===== config.mk =====
export PLATFORM = sky130hd
export DESIGN_NAME = frequency_divider_multi_flat
export DESIGN_NICKNAME = d
export VERILOG_FILES = /design/src/rtl/frequency_divider_multi_if.sv /design/src/rtl/frequency_divider_multi.sv /design/src/flat_wrapper.sv
export SDC_FILE = /design/constraint.sdc
export NUM_CORES = 1
export LEC_CHECK = 0
export BUFFER_PORTS_ARGS = -buffer_cell sky130_fd_sc_hd__buf_2
export CORE_UTILIZATION = 40
export DETAILED_ROUTE_END_ITERATION = 8
export HOLD_SLACK_MARGIN = 0.08
export PLACE_DENSITY = 0.53
export SKIP_LAST_GASP = 1
export SYNTH_ARGS = -nofsm -noshare
export SYNTH_HDL_FRONTEND = slang
export SYNTH_SLANG_ARGS = --single-unit

===== constraint.sdc =====
create_clock -name clk -period 5.5 [get_ports clk]
set_clock_uncertainty 0.1 [all_clocks]
set_input_delay 0.275 -clock clk [delete_from_list [all_inputs] [get_ports clk]]
set_output_delay 0.275 -clock clk [all_outputs]
set_load 0.02 [all_outputs]

===== src/rtl/frequency_divider_multi_if.sv =====
// Control and status bundle for the multi-channel clock divider.
// The master drives enables, phase clear and terminal-count writes; the slave returns divided clocks, ticks and pending flags.
interface frequency_divider_multi_if #(
  parameter int N_CH  = 4,
  parameter int WIDTH = 25,
  parameter int CH_W  = (N_CH > 1) ? $clog2(N_CH) : 1
);
  logic [N_CH-1:0]  en;
  logic             sync_clr;
  logic             wr_en;
  logic [CH_W-1:0]  wr_ch;
  logic [WIDTH-1:0] wr_data;
  logic [N_CH-1:0]  clk_out;
  logic [N_CH-1:0]  tick;
  logic [N_CH-1:0]  pend;

  modport master (
    output en, sync_clr, wr_en, wr_ch, wr_data,
    input  clk_out, tick, pend
  );

  modport slave (
    input  en, sync_clr, wr_en, wr_ch, wr_data,
    output clk_out, tick, pend
  );
endinterface


===== src/rtl/frequency_divider_multi.sv =====
// Multi-channel programmable 50%-duty clock divider with per-channel tick enables.
// Terminal-count writes to a running channel are held pending and applied only at a terminal, so no runt pulse is produced.
module frequency_divider_multi #(
  parameter int N_CH       = 4,
  parameter int WIDTH      = 25,
  parameter int DEFAULT_TC = 12499999,
  parameter int CH_W       = (N_CH > 1) ? $clog2(N_CH) : 1
) (
  input  logic                     clk,
  input  logic                     reset,
  frequency_divider_multi_if.slave bus
);

  localparam logic [WIDTH-1:0] TC_RST = WIDTH'(DEFAULT_TC);

  logic [WIDTH-1:0] r_cnt     [N_CH];
  logic [WIDTH-1:0] r_tc      [N_CH];
  logic [WIDTH-1:0] r_pend_tc [N_CH];
  logic [N_CH-1:0]  r_clk_out;
  logic [N_CH-1:0]  r_tick;
  logic [N_CH-1:0]  r_pend;
  logic [N_CH-1:0]  w_wr_hit;

  // Channel select decoded as an integer, so addresses >= N_CH match nothing.
  always_comb begin
    // NOTE: default first so no path through the loop leaves a bit unassigned (no latch).
    w_wr_hit = '0;
    for (int i = 0; i < N_CH; i++) begin
      w_wr_hit[i] = bus.wr_en && (int'(bus.wr_ch) == i);
    end
  end

  always_ff @(posedge clk or negedge reset) begin
    if (!reset) begin
      // NOTE: these are a handful of flops, not a RAM, so every entry is reset explicitly.
      for (int i = 0; i < N_CH; i++) begin
        r_cnt[i]     <= '0;
        r_tc[i]      <= TC_RST;
        r_pend_tc[i] <= TC_RST;
      end
      r_clk_out <= '0;
      r_tick    <= '0;
      r_pend    <= '0;
    end else begin
      for (int i = 0; i < N_CH; i++) begin
        // NOTE: non-blocking throughout, so every compare below sees the pre-edge values.
        if (bus.sync_clr || !bus.en[i]) begin
          r_cnt[i]     <= '0;
          r_clk_out[i] <= 1'b0;
          r_tick[i]    <= 1'b0;
          r_tc[i]      <= r_pend_tc[i];
          r_pend[i]    <= 1'b0;
        end else if (r_cnt[i] == r_tc[i]) begin
          // pend_tc equals tc whenever nothing is pending, so the copy is always safe here.
          r_cnt[i]     <= '0;
          r_clk_out[i] <= ~r_clk_out[i];
          r_tick[i]    <= ~r_clk_out[i];
          r_tc[i]      <= r_pend_tc[i];
          r_pend[i]    <= 1'b0;
        end else begin
          r_cnt[i]  <= r_cnt[i] + WIDTH'(1);
          r_tick[i] <= 1'b0;
        end

        // A write overrides the apply above: immediate when idle, otherwise deferred to the next terminal.
        if (w_wr_hit[i]) begin
          r_pend_tc[i] <= bus.wr_data;
          if (!bus.en[i]) begin
            r_tc[i] <= bus.wr_data;
          end else begin
            r_pend[i] <= 1'b1;
          end
        end
      end
    end
  end

  assign bus.clk_out = r_clk_out;
  assign bus.tick    = r_tick;
  assign bus.pend    = r_pend;

endmodule


===== src/flat_wrapper.sv =====
// flat-port wrapper written by rule: the top's interface ports become plain ports
module frequency_divider_multi_flat 
#(
  parameter int N_CH       = 4,
  parameter int WIDTH      = 25,
  parameter int DEFAULT_TC = 12499999,
  parameter int CH_W       = (N_CH > 1) ? $clog2(N_CH) : 1
)
  (clk, reset, bus_en, bus_sync_clr, bus_wr_en, bus_wr_ch, bus_wr_data, bus_clk_out, bus_tick, bus_pend);
  frequency_divider_multi_if #(.N_CH(N_CH), .WIDTH(WIDTH), .CH_W(CH_W)) bus_i ();
  input  logic clk;
  input  logic reset;
  input wire logic [$bits(bus_i.en)-1:0] bus_en;
  input wire logic [$bits(bus_i.sync_clr)-1:0] bus_sync_clr;
  input wire logic [$bits(bus_i.wr_en)-1:0] bus_wr_en;
  input wire logic [$bits(bus_i.wr_ch)-1:0] bus_wr_ch;
  input wire logic [$bits(bus_i.wr_data)-1:0] bus_wr_data;
  output wire logic [$bits(bus_i.clk_out)-1:0] bus_clk_out;
  output wire logic [$bits(bus_i.tick)-1:0] bus_tick;
  output wire logic [$bits(bus_i.pend)-1:0] bus_pend;
  assign bus_i.en = bus_en;
  assign bus_i.sync_clr = bus_sync_clr;
  assign bus_i.wr_en = bus_wr_en;
  assign bus_i.wr_ch = bus_wr_ch;
  assign bus_i.wr_data = bus_wr_data;
  assign bus_clk_out = bus_i.clk_out;
  assign bus_tick = bus_i.tick;
  assign bus_pend = bus_i.pend;
  frequency_divider_multi #(.N_CH(N_CH), .WIDTH(WIDTH), .DEFAULT_TC(DEFAULT_TC), .CH_W(CH_W)) u_core (.clk(clk), .reset(reset), .bus(bus_i));
endmodule

==> flow_metrics.py <==
metrics = {
    "final_layout": {
        "area_growth_pct": 12.43,
        "stdcell_area_mm2": 0.01881,
        "diodes": 0,
        "drive_above_1_share": 0.1995,
        "final_nets": 1774,
        "nFillCells": 3896,
        "final_core_util": 0.4585,
        "multi_input_area_mm2": 0.007741,
        "seqCellArea_mm2": 0.007968,
    },
    "yosys": {
        "synth_edf_count": 0,
        "synth_seq_area_share": 0.4764,
        "synthTopCellsByArea": "dfrtp_1 (28%), dfstp_2 (20%), xor2_1 (5.3%)",
        "yosys_warnings": 0,
        "syn_area_per_cell_um2": 9.668,
        "postSynthCellCount": 1730,
        "ys_types": 38,
        "synth_ff_type": "dfrtp_1",
        "synth_top_area_frac": 0.2753,
        "synth_most_common_cell": "nor2_1",
        "syn-cell-area_mm2": 0.01673,
        "yosysTopAreaCell": "dfrtp_1",
        "synthesis.nets": 1769,
        "ys_ff_latch": 312,
        "async_flop_share": 1.000,
        "synth_commonest_cells": "nor2_1 (223), dfrtp_1 (184), dfstp_2 (128), nor4_1 (117), inv_1 (116)",
    },
    "die": {
        "core_mm2": 0.04102,
        "fp-row-count": 74,
        "start_util": 0.4078,
        "ios": 47,
        "die_h_um": 206.5,
        "chipWidth_um": 206.5,
        "dieArea_mm2": 0.04264,
    },
    "global_routing": {
        "grt_use_total": 0.2188,
        "grt_overflow_total": 0,
        "grt_max_degree": 119,
        "grt_pass1_vias": 12473,
        "grt_first_pass_wirelength_um": 72330,
        "antenna_found_initial": 0,
    },
    "power": {
        "leakagePower_nw": 7.374,
        "power.density_mw_per_mm2": 338.1,
        "irDropWorstVdd_uv": 165.6,
    },
    "detailed_routing": {
        "routed_via_density": 5.628,
        "dr_total_vias": 12922,
        "wl_um": 45210,
        "drtPass1Iterations": 8,
        "postRouteAntennaNets": 0,
        "wire_per_inst_um": 19.69,
        "drc": 1,
        "drtIter0Drc": 875,
    },
    "worst_hold_path": {
        "hold_class": "in2async",
    },
    "timing": {
        "hold_viol_final": 0,
        "finalCriticalPeriod_ps": 3541,
        "period_share": 0.6439,
        "worst_pin_slew_ps": 1177,
        "rsz0062_at_grt": "false",
        "max_freq_ghz": 0.2824,
        "final-max-slew-violation-count": 0,
        "maxSlewHeadroom": 0.2129,
        "setup_viol": 0,
        "final.setup.tns_ps": 0,
    },
    "place": {
        "place_congestion": 0.7930,
        "hpwl_um": 28020,
        "portBuffers": 46,
        "dpl_cell_area_mm2": 0.01727,
    },
    "setup_path": {
        "arrival_ps": 3870,
        "cpPeakStageDelay_ps": 1100,
        "cp.required_ps": 5830,
        "path_class": "reg2reg",
        "crit_path_end_kind": "register",
        "critPathTopFamily": "simple AND/OR/NAND/NOR gates",
        "path_cells": "xnor2_1 > nand3_1 > or3_1 > o21ai_2 > buf_4 > o21ai_0",
        "cp_max_fo": 29,
        "crit_path_start_kind": "register",
        "slowest_stage": "or3_1",
        "critPathBufInv": 1,
    },
    "status": {
        "status": "finished, violations left",
        "violations": "DRC",
    },
    "cts": {
        "path_clk_slew_ps": 60,
        "cts_root_buffer": "clkbuf_16",
        "insertion_delay_ps": 550,
        "cts_tree": "done",
        "cts_sinks": 312,
        "cts.path.max_buffers": 3,
        "numCtsBuffers": 38,
        "cts_resized": 0,
        "htreeDepth": 2,
    },
    "flow_run": {
        "drv_cap": 0,
    },
}
==> report_power, final <==
part	switching [mW]	leakage (nW)	total [mW]	internal, mW
registers	0.225	3.77	2.94	2.71
logic	0.525	3.00	0.912	0.387
clock network	1.01	0.607	2.51	1.50
total	1.76	7.37	6.36	4.60
==> worst paths after layout <==
path / from / to / slack (ps) / cells past startpoint
worst max-delay path: u_core.r_tc[86] / u_core.bus.pend[0] / 1960 / 6
worst min-delay path: reset / u_core.r_cnt[47] / 230 / 2
worst max register to register: u_core.r_tc[86] / u_core.bus.pend[0] / 1960 / 6
worst min register to register: u_core.bus.clk_out[1] / u_core.bus.tick[1] / 380 / 1
max in group asynchronous: reset / u_core.r_cnt[75] / 3740 / 3
min in group clk: bus_wr_en / u_core.bus.pend[2] / 310 / 5
==> sequential cells by signal, summed over array words and instances, names as in the netlist <==
name / count
u_core.r_cnt: 100
u_core.r_pend_tc: 100
u_core.r_tc: 100
u_core.bus.clk_out: 4
u_core.bus.pend: 4
u_core.bus.tick: 4
==> per-stage QoR <==
| stage | hold slack (ps) | setup slack (ps) | total power [mW] | instances |
|---|---|---|---|---|
| after floorplan | -120.6 | 3417 | 3.540 | 1730 |
| after global placement | 266.0 | 2036 | 3.847 | 2197 |
| after detailed placement | 277.4 | 1983 | 3.869 | 2197 |
| after CTS | 278.4 | 1977 | 6.431 | 2296 |
| after global routing | 334.9 | 1778 | 6.654 | 2296 |
| final | 231.4 | 1959 | 6.359 | 2296 |
==> cells in the final DEF (no fill, tap or decap), types with 19 or more instances in the layout <==
cell           synthesis  final
a22oi_1              100    100
nor4_1               117    117
xnor2_1               89     89
mux2_2                75     75
xor2_1               102    102
buf_4                  0     27
clkbuf_16              0     39
a31oi_1              100    100
and4_1                19     19
o211ai_1             100    100
dfrtp_1              184    184
dlygate4sd3_1          0     30
buf_2                 39     45
nand4_1               33     33
nand3_1               43     43
nor2_1               223    223
inv_1                116    116
dfstp_2              128    128
nand2_1               51     51
o21ai_0               30     30
==> layout make-up <==
cell class                      instances  share of cell area
Inverter                              116             0.02315
Tap cell                              532             0.03540
Timing Repair Buffer                  104             0.04059
Clock inverter                         16            0.008716
Clock buffer                           53             0.05682
Sequential cell                       312              0.4237
Multi-Input combinational cell       1163              0.4116
==> kinds of logic (layout without fill, tap and decap cells) <==
kind of cell,after synthesis,after routing,synth area share
AO/OA/AOI/OAI,341,341,0.1406
XOR/XNOR,192,192,0.1010
adder cells (fa/ha/maj),4,4,0.002992
buffers and inverters,255,289,0.06112
flip-flops,312,312,0.4764
multiplexers,75,75,0.05049
AND/OR/NAND/NOR,551,551,0.1675
==> routing by layer <==
| metal | global-route usage | share of wire | vias up |
|---|---|---|---|
| met2 | 0.3275 | 0.45 | 283 |
| met3 | 0.02728 | 0.042 | 68 |
| li1 | - | - | 6219 |
| met4 | 0.07616 | 0.028 | 0 |
| met1 | 0.3228 | 0.48 | 6352 |
| met5 | 0 | 0 | - |
==> repair_timing <==
| action | 4_1_cts | 5_1_grt |
|---|---|---|
| hold endpoints to repair | 186 | 0 |
| setup buffers | 0 | 0 |
| hold buffers | 30 | 0 |
Note: power is estimated with default switching activity, not from simulation.
